**config.mk**
```make
export PLATFORM = sky130hd
export DESIGN_NAME = multicycle_ctrl_flat
export DESIGN_NICKNAME = d
export VERILOG_FILES = /design/src/rtl/multicycle_ctrl_if.sv /design/src/rtl/multicycle_ctrl.sv /design/src/flat_wrapper.sv
export SDC_FILE = /design/constraint.sdc
export NUM_CORES = 1
export LEC_CHECK = 0
export CORE_ASPECT_RATIO = 0.5
export CORE_MARGIN = 2
export CORE_UTILIZATION = 35
export DETAILED_ROUTE_END_ITERATION = 6
export PLACE_DENSITY = 0.66
export SLEW_MARGIN = 15
export SYNTH_ARGS = -nofsm -noshare
export SYNTH_HDL_FRONTEND = slang
export SYNTH_SLANG_ARGS = --single-unit
```
**constraint.sdc**
```tcl
create_clock -name clock -period 2.1 [get_ports clock]
set_clock_uncertainty 0.05 [all_clocks]
set_input_delay 0.315 -clock clock [delete_from_list [all_inputs] [get_ports clock]]
set_output_delay 0.315 -clock clock [all_outputs]
set_load 0.02 [all_outputs]
```
**src/rtl/multicycle_ctrl_if.sv**
```systemverilog
// Handshake and control bundle between the multicycle controller and its datapath/memories.
// The instret counter port only exists when PERF_CNT_EN is defined.
interface multicycle_ctrl_if;
  logic        imem_req;
  logic        imem_ack;
  logic [31:0] instr;
  logic        dmem_req;
  logic        dmem_we;
  logic        dmem_ack;
  logic        pc_sel;
  logic        a_sel;
  logic        b_sel;
  logic        branch;
  logic [4:0]  alu_sel;
  logic        ir_we;
  logic        pc_we;
  logic        rf_we;
  logic [1:0]  wb_sel;
  logic        fault;
  logic        illegal;
`ifdef PERF_CNT_EN
  logic [31:0] instret;
`endif

  modport master (
    output imem_req, dmem_req, dmem_we, a_sel, b_sel, branch, alu_sel,
           ir_we, pc_we, rf_we, wb_sel, fault, illegal,
`ifdef PERF_CNT_EN
    output instret,
`endif
    input  imem_ack, instr, dmem_ack, pc_sel
  );

  modport slave (
    input  imem_req, dmem_req, dmem_we, a_sel, b_sel, branch, alu_sel,
           ir_we, pc_we, rf_we, wb_sel, fault, illegal,
`ifdef PERF_CNT_EN
    input  instret,
`endif
    output imem_ack, instr, dmem_ack, pc_sel
  );
endinterface

```
**src/rtl/multicycle_ctrl.sv**
```systemverilog
// Multicycle RV32I control FSM with fetch/data wait timeout and sticky fault.
// Define PERF_CNT_EN to add the retired-instruction counter (instret).
module multicycle_ctrl #(
  parameter int unsigned TIMEOUT_CYCLES = 255
) (
  input  logic             clock,
  input  logic             reset,
  multicycle_ctrl_if.master bus
);
  typedef enum logic [2:0] {FETCH, DECODE, EXEC, MEM, WB, FAULT} state_e;

  localparam logic [6:0] OPC_LUI    = 7'b0110111;
  localparam logic [6:0] OPC_AUIPC  = 7'b0010111;
  localparam logic [6:0] OPC_JAL    = 7'b1101111;
  localparam logic [6:0] OPC_JALR   = 7'b1100111;
  localparam logic [6:0] OPC_BRANCH = 7'b1100011;
  localparam logic [6:0] OPC_LOAD   = 7'b0000011;
  localparam logic [6:0] OPC_STORE  = 7'b0100011;
  localparam logic [6:0] OPC_OPIMM  = 7'b0010011;
  localparam logic [6:0] OPC_OP     = 7'b0110011;

  localparam int unsigned CW = (TIMEOUT_CYCLES < 2) ? 1 : $clog2(TIMEOUT_CYCLES + 1);
  localparam logic [CW-1:0] ONE = 1;
  localparam logic [CW-1:0] TO_LAST = (TIMEOUT_CYCLES == 0) ? '0 : CW'(TIMEOUT_CYCLES - 1);

  state_e        state_q, state_d;
  logic [31:0]   ir_q, ir_d;
  logic [CW-1:0] wait_q, wait_d;
  logic          illegal_q, illegal_d;

  logic [6:0] opcode;
  logic [2:0] funct3;
  logic       funct7b5;
  logic       legal, is_load, is_store, is_branch, is_jump;
  logic       dec_a_sel, dec_b_sel;
  logic [4:0] dec_alu;
  logic       timeout;
  logic       unused_bits;

  assign opcode      = ir_q[6:0];
  assign funct3      = ir_q[14:12];
  assign funct7b5    = ir_q[30];
  assign unused_bits = ^{ir_q[31], ir_q[29:15], ir_q[11:7], bus.pc_sel};
  assign timeout     = (TIMEOUT_CYCLES != 0) && (wait_q == TO_LAST);

  always_comb begin
    legal     = 1'b1;
    dec_alu   = 5'b00000;
    dec_a_sel = 1'b0;
    dec_b_sel = 1'b0;
    is_load   = (opcode == OPC_LOAD);
    is_store  = (opcode == OPC_STORE);
    is_branch = (opcode == OPC_BRANCH);
    is_jump   = (opcode == OPC_JAL) || (opcode == OPC_JALR);
    case (opcode)
      OPC_LUI:   dec_alu = 5'b10000;
      OPC_AUIPC: begin dec_a_sel = 1'b1; dec_b_sel = 1'b1; end
      OPC_JAL:   dec_alu = 5'b01110;
      OPC_JALR:  dec_alu = 5'b01111;
      OPC_LOAD, OPC_STORE: dec_b_sel = 1'b1;
      OPC_BRANCH: begin
        case (funct3)
          3'b000:  dec_alu = 5'b01100;
          3'b001:  dec_alu = 5'b01101;
          3'b100:  dec_alu = 5'b01010;
          3'b101:  dec_alu = 5'b01011;
          3'b110:  dec_alu = 5'b01000;
          3'b111:  dec_alu = 5'b01001;
          default: legal = 1'b0;
        endcase
      end
      OPC_OP, OPC_OPIMM: begin
        dec_b_sel = (opcode == OPC_OPIMM);
        case (funct3)
          3'b000:  dec_alu = (opcode == OPC_OP && funct7b5) ? 5'b00001 : 5'b00000;
          3'b001:  dec_alu = 5'b00101;
          3'b010:  dec_alu = 5'b01010;
          3'b011:  dec_alu = 5'b01000;
          3'b100:  dec_alu = 5'b00100;
          3'b101:  dec_alu = funct7b5 ? 5'b00111 : 5'b00110;
          3'b110:  dec_alu = 5'b00011;
          default: dec_alu = 5'b00010;
        endcase
      end
      default: legal = 1'b0;
    endcase
  end

  // Next state; the wait counter only survives while the state is unchanged.
  always_comb begin
    state_d   = state_q;
    ir_d      = ir_q;
    wait_d    = wait_q;
    illegal_d = illegal_q;
    case (state_q)
      FETCH: begin
        if (bus.imem_ack) begin
          ir_d    = bus.instr;
          state_d = DECODE;
        end else if (timeout) begin
          state_d = FAULT;
        end else if (TIMEOUT_CYCLES != 0) begin
          wait_d = wait_q + ONE;
        end
      end
      DECODE: begin
        if (legal) begin
          state_d = EXEC;
        end else begin
          state_d   = FAULT;
          illegal_d = 1'b1;
        end
      end
      EXEC: begin
        if (is_branch)                state_d = FETCH;
        else if (is_load || is_store) state_d = MEM;
        else                          state_d = WB;
      end
      MEM: begin
        if (bus.dmem_ack) begin
          state_d = is_store ? FETCH : WB;
        end else if (timeout) begin
          state_d = FAULT;
        end else if (TIMEOUT_CYCLES != 0) begin
          wait_d = wait_q + ONE;
        end
      end
      WB:      state_d = FETCH;
      FAULT:   state_d = FAULT;
      default: state_d = FAULT;
    endcase
    if (state_d != state_q) wait_d = '0;
  end

  always_ff @(posedge clock) begin
    if (reset) begin
      state_q   <= FETCH;
      ir_q      <= '0;
      wait_q    <= '0;
      illegal_q <= 1'b0;
    end else begin
      state_q   <= state_d;
      ir_q      <= ir_d;
      wait_q    <= wait_d;
      illegal_q <= illegal_d;
    end
  end

  // Reset forces every output low immediately so an aborted access cannot pulse an enable.
  always_comb begin
    bus.imem_req = 1'b0;
    bus.ir_we    = 1'b0;
    bus.dmem_req = 1'b0;
    bus.dmem_we  = 1'b0;
    bus.a_sel    = 1'b0;
    bus.b_sel    = 1'b0;
    bus.branch   = 1'b0;
    bus.alu_sel  = 5'b00000;
    bus.pc_we    = 1'b0;
    bus.rf_we    = 1'b0;
    bus.wb_sel   = 2'b00;
    bus.fault    = 1'b0;
    bus.illegal  = 1'b0;
    if (!reset) begin
      if (state_q == DECODE || state_q == EXEC || state_q == MEM || state_q == WB) begin
        bus.a_sel   = dec_a_sel;
        bus.b_sel   = dec_b_sel;
        bus.branch  = is_branch;
        bus.alu_sel = dec_alu;
      end
      case (state_q)
        FETCH: begin
          bus.imem_req = 1'b1;
          bus.ir_we    = bus.imem_ack;
        end
        EXEC: bus.pc_we = is_branch;
        MEM: begin
          bus.dmem_req = 1'b1;
          bus.dmem_we  = is_store;
          bus.pc_we    = is_store && bus.dmem_ack;
        end
        WB: begin
          bus.rf_we  = 1'b1;
          bus.pc_we  = 1'b1;
          bus.wb_sel = is_load ? 2'b01 : (is_jump ? 2'b10 : 2'b00);
        end
        FAULT: begin
          bus.fault   = 1'b1;
          bus.illegal = illegal_q;
        end
        default: ;
      endcase
    end
  end

`ifdef PERF_CNT_EN
  logic [31:0] instret_q;

  always_ff @(posedge clock) begin
    if (reset)           instret_q <= '0;
    else if (bus.pc_we)  instret_q <= instret_q + 32'd1;
  end

  assign bus.instret = instret_q;
`endif
endmodule
```
**src/flat_wrapper.sv**
```systemverilog
// flat-port wrapper written by rule: the top's interface ports become plain ports
module multicycle_ctrl_flat 
#(
  parameter int unsigned TIMEOUT_CYCLES = 255
)
  (clock, reset, bus_imem_req, bus_dmem_req, bus_dmem_we, bus_a_sel, bus_b_sel, bus_branch, bus_alu_sel, bus_ir_we, bus_pc_we, bus_rf_we, bus_wb_sel, bus_fault, bus_illegal, bus_imem_ack, bus_instr, bus_dmem_ack, bus_pc_sel);
  multicycle_ctrl_if bus_i ();
  input  logic clock;
  input  logic reset;
  output wire logic [$bits(bus_i.imem_req)-1:0] bus_imem_req;
  output wire logic [$bits(bus_i.dmem_req)-1:0] bus_dmem_req;
  output wire logic [$bits(bus_i.dmem_we)-1:0] bus_dmem_we;
  output wire logic [$bits(bus_i.a_sel)-1:0] bus_a_sel;
  output wire logic [$bits(bus_i.b_sel)-1:0] bus_b_sel;
  output wire logic [$bits(bus_i.branch)-1:0] bus_branch;
  output wire logic [$bits(bus_i.alu_sel)-1:0] bus_alu_sel;
  output wire logic [$bits(bus_i.ir_we)-1:0] bus_ir_we;
  output wire logic [$bits(bus_i.pc_we)-1:0] bus_pc_we;
  output wire logic [$bits(bus_i.rf_we)-1:0] bus_rf_we;
  output wire logic [$bits(bus_i.wb_sel)-1:0] bus_wb_sel;
  output wire logic [$bits(bus_i.fault)-1:0] bus_fault;
  output wire logic [$bits(bus_i.illegal)-1:0] bus_illegal;
  input wire logic [$bits(bus_i.imem_ack)-1:0] bus_imem_ack;
  input wire logic [$bits(bus_i.instr)-1:0] bus_instr;
  input wire logic [$bits(bus_i.dmem_ack)-1:0] bus_dmem_ack;
  input wire logic [$bits(bus_i.pc_sel)-1:0] bus_pc_sel;
  assign bus_imem_req = bus_i.imem_req;
  assign bus_dmem_req = bus_i.dmem_req;
  assign bus_dmem_we = bus_i.dmem_we;
  assign bus_a_sel = bus_i.a_sel;
  assign bus_b_sel = bus_i.b_sel;
  assign bus_branch = bus_i.branch;
  assign bus_alu_sel = bus_i.alu_sel;
  assign bus_ir_we = bus_i.ir_we;
  assign bus_pc_we = bus_i.pc_we;
  assign bus_rf_we = bus_i.rf_we;
  assign bus_wb_sel = bus_i.wb_sel;
  assign bus_fault = bus_i.fault;
  assign bus_illegal = bus_i.illegal;
  assign bus_i.imem_ack = bus_imem_ack;
  assign bus_i.instr = bus_instr;
  assign bus_i.dmem_ack = bus_dmem_ack;
  assign bus_i.pc_sel = bus_pc_sel;
  multicycle_ctrl #(.TIMEOUT_CYCLES(TIMEOUT_CYCLES)) u_core (.clock(clock), .reset(reset), .bus(bus_i));
endmodule
```
==> results.md <==
- Top achievable clock speed: 470 MHz
- Most frequent cell after synthesis: sky130_fd_sc_hd__nand2_1
- Count of state elements after synthesis: 23
- Mapped cell area: 1630 um^2
- Leakage power total: 0.866 nW
- Critical path class: flop to primary output
- TritonCTS sink count: 23
- Number of instances in the placed design: 332
- Floorplan die height: 52.2 um
- Net count after synthesis: 259
- Worst skew pair latency: 0.27 ns
- Routability cong.: 0.835
- Final core occ: 0.512
- Area share of and/or/nand/nor cells after synthesis: 0.380
- Global routing met1 resource utilization: 0.216
- Post-CTS Setup Repair Bufs: 0
- Pre-Repair DR Iteration Count: 4
- Final setup viols: 1
- Library cells used by synthesis: 54
- Required time worst endpoint: 1.74 ns
- Largest buffer count on any clock path: 2
- Commonest register cell after synthesis: sky130_fd_sc_hd__dfxtp_1
- Number of H-tree levels: 1
- Synthesized netlist cell count: 220
- Main combinational cell family by area after synthesis: simple AND/OR/NAND/NOR gates
- CTS buffer count: 3
- Slew at the pin closest to its max-slew limit: 0.471 ns
- Post-synthesis sequential area ratio: 0.283
- Pin count of the biggest net entering global routing: 17
- Max Cap Viol: 0
- Layout overhead on the synthesized area: 39.3%
- Syn. warnings: 0
- Violation count after the first detailed-routing iteration: 53
- Clock tree from TritonCTS: done
- Number of global-route vias before repair: 1,648
- Period Utilization, post-route: 1.01
- Kind of start point of the critical path: flop
- Starting density of the core: 0.367
- Top cell type's share of synthesized area: 0.283
- Adder-Cell Fraction of Synth Area: 0.0154
- Worst IR Drop VDD: 218 uV
- Die span in x: 100 um
- Failing checks: negative setup slack
- CTS hold repair buffers: 0
- Global routing usage on met3: 0.0320
- Final Hold Viols: 0
- Cell-by-cell trace of the critical path: and4bb_2 > nand3_2 > a211oi_2 > a31oi_1 > a21oi_1 > buf_4
- GRT met2 Usage: 0.331
- Most Crowded Layer GR: met2
- Number of flops mapped to enable cells by yosys: 0
- Antenna violations before repair: 0
- Post-synth top area cell: sky130_fd_sc_hd__dfxtp_1
- Total DRC errors in the routed layout: 0
- Share of synthesized area spent on multiplexers: 0.00693
- Global-route wire length before repair: 7.39 mm
- Via count: 1,722
- Maximum single-stage delay on the critical path: 0.35 ns
- Number of max-slew violations in the final report: 0
- Power per unit of standard cell area: 489 nW/um^2
- Critical Path Slowest Stage Cell: sky130_fd_sc_hd__and4bb_2
- Number of nets in the finished design: 319
- WL per Instance: 12.8 um
- Fraction of final layout cells sized beyond drive strength 1: 0.290
- Unrepaired setup endpoints after global routing: true
- Cell types with the largest area share after synthesis: sky130_fd_sc_hd__dfxtp_1, sky130_fd_sc_hd__nand2_1, sky130_fd_sc_hd__a21oi_1, sky130_fd_sc_hd__nor2_1, sky130_fd_sc_hd__xnor2_1
- Endpoint arrival time on the critical path: 1.76 ns
- Number of buffers added on ports: 32
- Highest fanout seen on the critical path: 4
- Synth top cells by count: sky130_fd_sc_hd__nand2_1, sky130_fd_sc_hd__dfxtp_1, sky130_fd_sc_hd__a21oi_1, sky130_fd_sc_hd__nor2_1, sky130_fd_sc_hd__nand3_1
- Detailed placer's ending HPWL: 3.29 mm
- Fin worst setup slack: -0.0299 ns
- Placeable core region: 4420 um^2
- Count of nets left with antenna violations after detail routing: 0
- Worst max-slew margin expressed relative to the limit: 0.685
- Ant diodes: 0
- Post-Synthesis Mean Instance Area: 7.39 um^2
- Post-CTS clock slew at the launch and capture registers of the worst setup and hold paths: 0.09 ns
- Floorplan die area: 5240 um^2
- Hold crit path type: flop to flop
- Average via count per standard cell: 5.13
- Root Driver: sky130_fd_sc_hd__clkbuf_8
- Synthesized-area fraction occupied by ao, oa, aoi and oai cells: 0.200
- Number of top-level pins: 55
- Clock period minus final worst setup slack: 2.13 ns
- Post-synthesis xor/xnor area fraction: 0.0431
- Post-route non-filler standard cell count: 336
- Async set or reset register ratio after synthesis: 0
- Total track usage: 0.176
- Total congestion overflow after global routing: 0
- Outcome: complete, but fails checks
- Row count: 17
- Total routed wirelength: 4.30 mm
- Worst setup EP type: primary output
per-layer routing:
layer / wire length (um) / part of all wire / vias up
met5: 0 / 0 / -
met4: 38 / 0.0088 / 0
met3: 148 / 0.034 / 4
met2: 2160 / 0.50 / 28
met1: 1960 / 0.45 / 800
li1: - / - / 890
cells in the final DEF (no fill, tap or decap), types with 3 or more instances in the layout:
master,count
sky130_fd_sc_hd__dfxtp_1,19
sky130_fd_sc_hd__a21oi_1,19
sky130_fd_sc_hd__clkdlybuf4s50_1,14
sky130_fd_sc_hd__nand3_2,3
sky130_fd_sc_hd__nand3_1,8
sky130_fd_sc_hd__nand2b_1,6
sky130_fd_sc_hd__and3_1,4
sky130_fd_sc_hd__nor2_1,19
sky130_fd_sc_hd__nor4_2,3
sky130_fd_sc_hd__a31oi_1,5
sky130_fd_sc_hd__dlygate4sd2_1,6
sky130_fd_sc_hd__inv_1,9
sky130_fd_sc_hd__o21ai_0,6
sky130_fd_sc_hd__dfxtp_2,4
sky130_fd_sc_hd__nand2_1,35
sky130_fd_sc_hd__nor4_1,3
sky130_fd_sc_hd__xnor2_1,8
sky130_fd_sc_hd__buf_6,4
sky130_fd_sc_hd__buf_4,39
sky130_fd_sc_hd__buf_2,6
sky130_fd_sc_hd__nand4_1,4
sky130_fd_sc_hd__clkbuf_8,3
sky130_fd_sc_hd__nor3_1,6
stage by stage:
step                      power (mW)  hold WS, ns  setup WS, ns  cell area (um^2)  TNS (ns)
after detailed placement       0.826        0.400        -0.370              2220     -4.27
after CTS                       1.11        0.414       0.00148              2260         0
after global routing            1.17        0.437        -0.125              2260    -0.273
after floorplan                0.691        0.382         0.206              1630         0
final                           1.11        0.407       -0.0299              2260   -0.0299
after global placement         0.819        0.396        -0.364              2220     -4.12
worst paths after layout:
check	startpoint	cells past startpoint	slack (ns)	to
worst max-delay path	u_core.ir_q[3]$_SDFFE_PP0P_	6	-0.03	bus_alu_sel[0]
worst min-delay path	u_core.illegal_q$_SDFFE_PP0P_	2	0.41	u_core.illegal_q$_SDFFE_PP0P_
worst max register to register	u_core.state_q[2]$_SDFF_PP0_	6	0.29	u_core.wait_q[1]$_SDFFE_PP0P_
worst min register to register	u_core.illegal_q$_SDFFE_PP0P_	2	0.41	u_core.illegal_q$_SDFFE_PP0P_
cells by family (layout without fill, tap and decap cells):
family	Yosys count	after routing
xor+xnor	8	8
buf+inv	24	83
compound gates	49	49
mux	1	1
flops	23	23
simple gates	113	113
fa+ha+maj	2	2
area by class of cell:
type / count / area, um^2
multi-input combinational: 173 / 1080
timing repair buffer: 70 / 566
sequential: 23 / 465
fill: 446 / 2160
inverter: 9 / 33.8
tap: 57 / 71.3
clock buffer: 4 / 45.0
worst max-delay path, delay by kind of cell (launching register included):
kind	cells	cell delay, ns
DFF	1	0.33
AOI/OAI and AO/OA	3	0.50
and+or+nand+nor	2	0.50
buffers and inverters	1	0.16
power by group:
| group | total, mW | internal (mW) | leakage, nW | switching, mW |
|---|---|---|---|---|
| clock | 0.287 | 0.136 | 0.0228 | 0.151 |
| combinational | 0.332 | 0.155 | 0.654 | 0.177 |
| sequential | 0.488 | 0.464 | 0.189 | 0.0242 |
repair_timing:
action / 4_1_cts / 5_1_grt
endpoints found under the setup margin: 18 / 13
pin swaps: 1 / 5
resized for setup: 51 / 25
flip-flops by register name, summed over array words and instances (netlist names):
signal and flops:
u_core.ir_q 11, u_core.wait_q 8, u_core.state_q 3, u_core.illegal_q 1
Note: power is estimated with default switching activity, not from simulation.
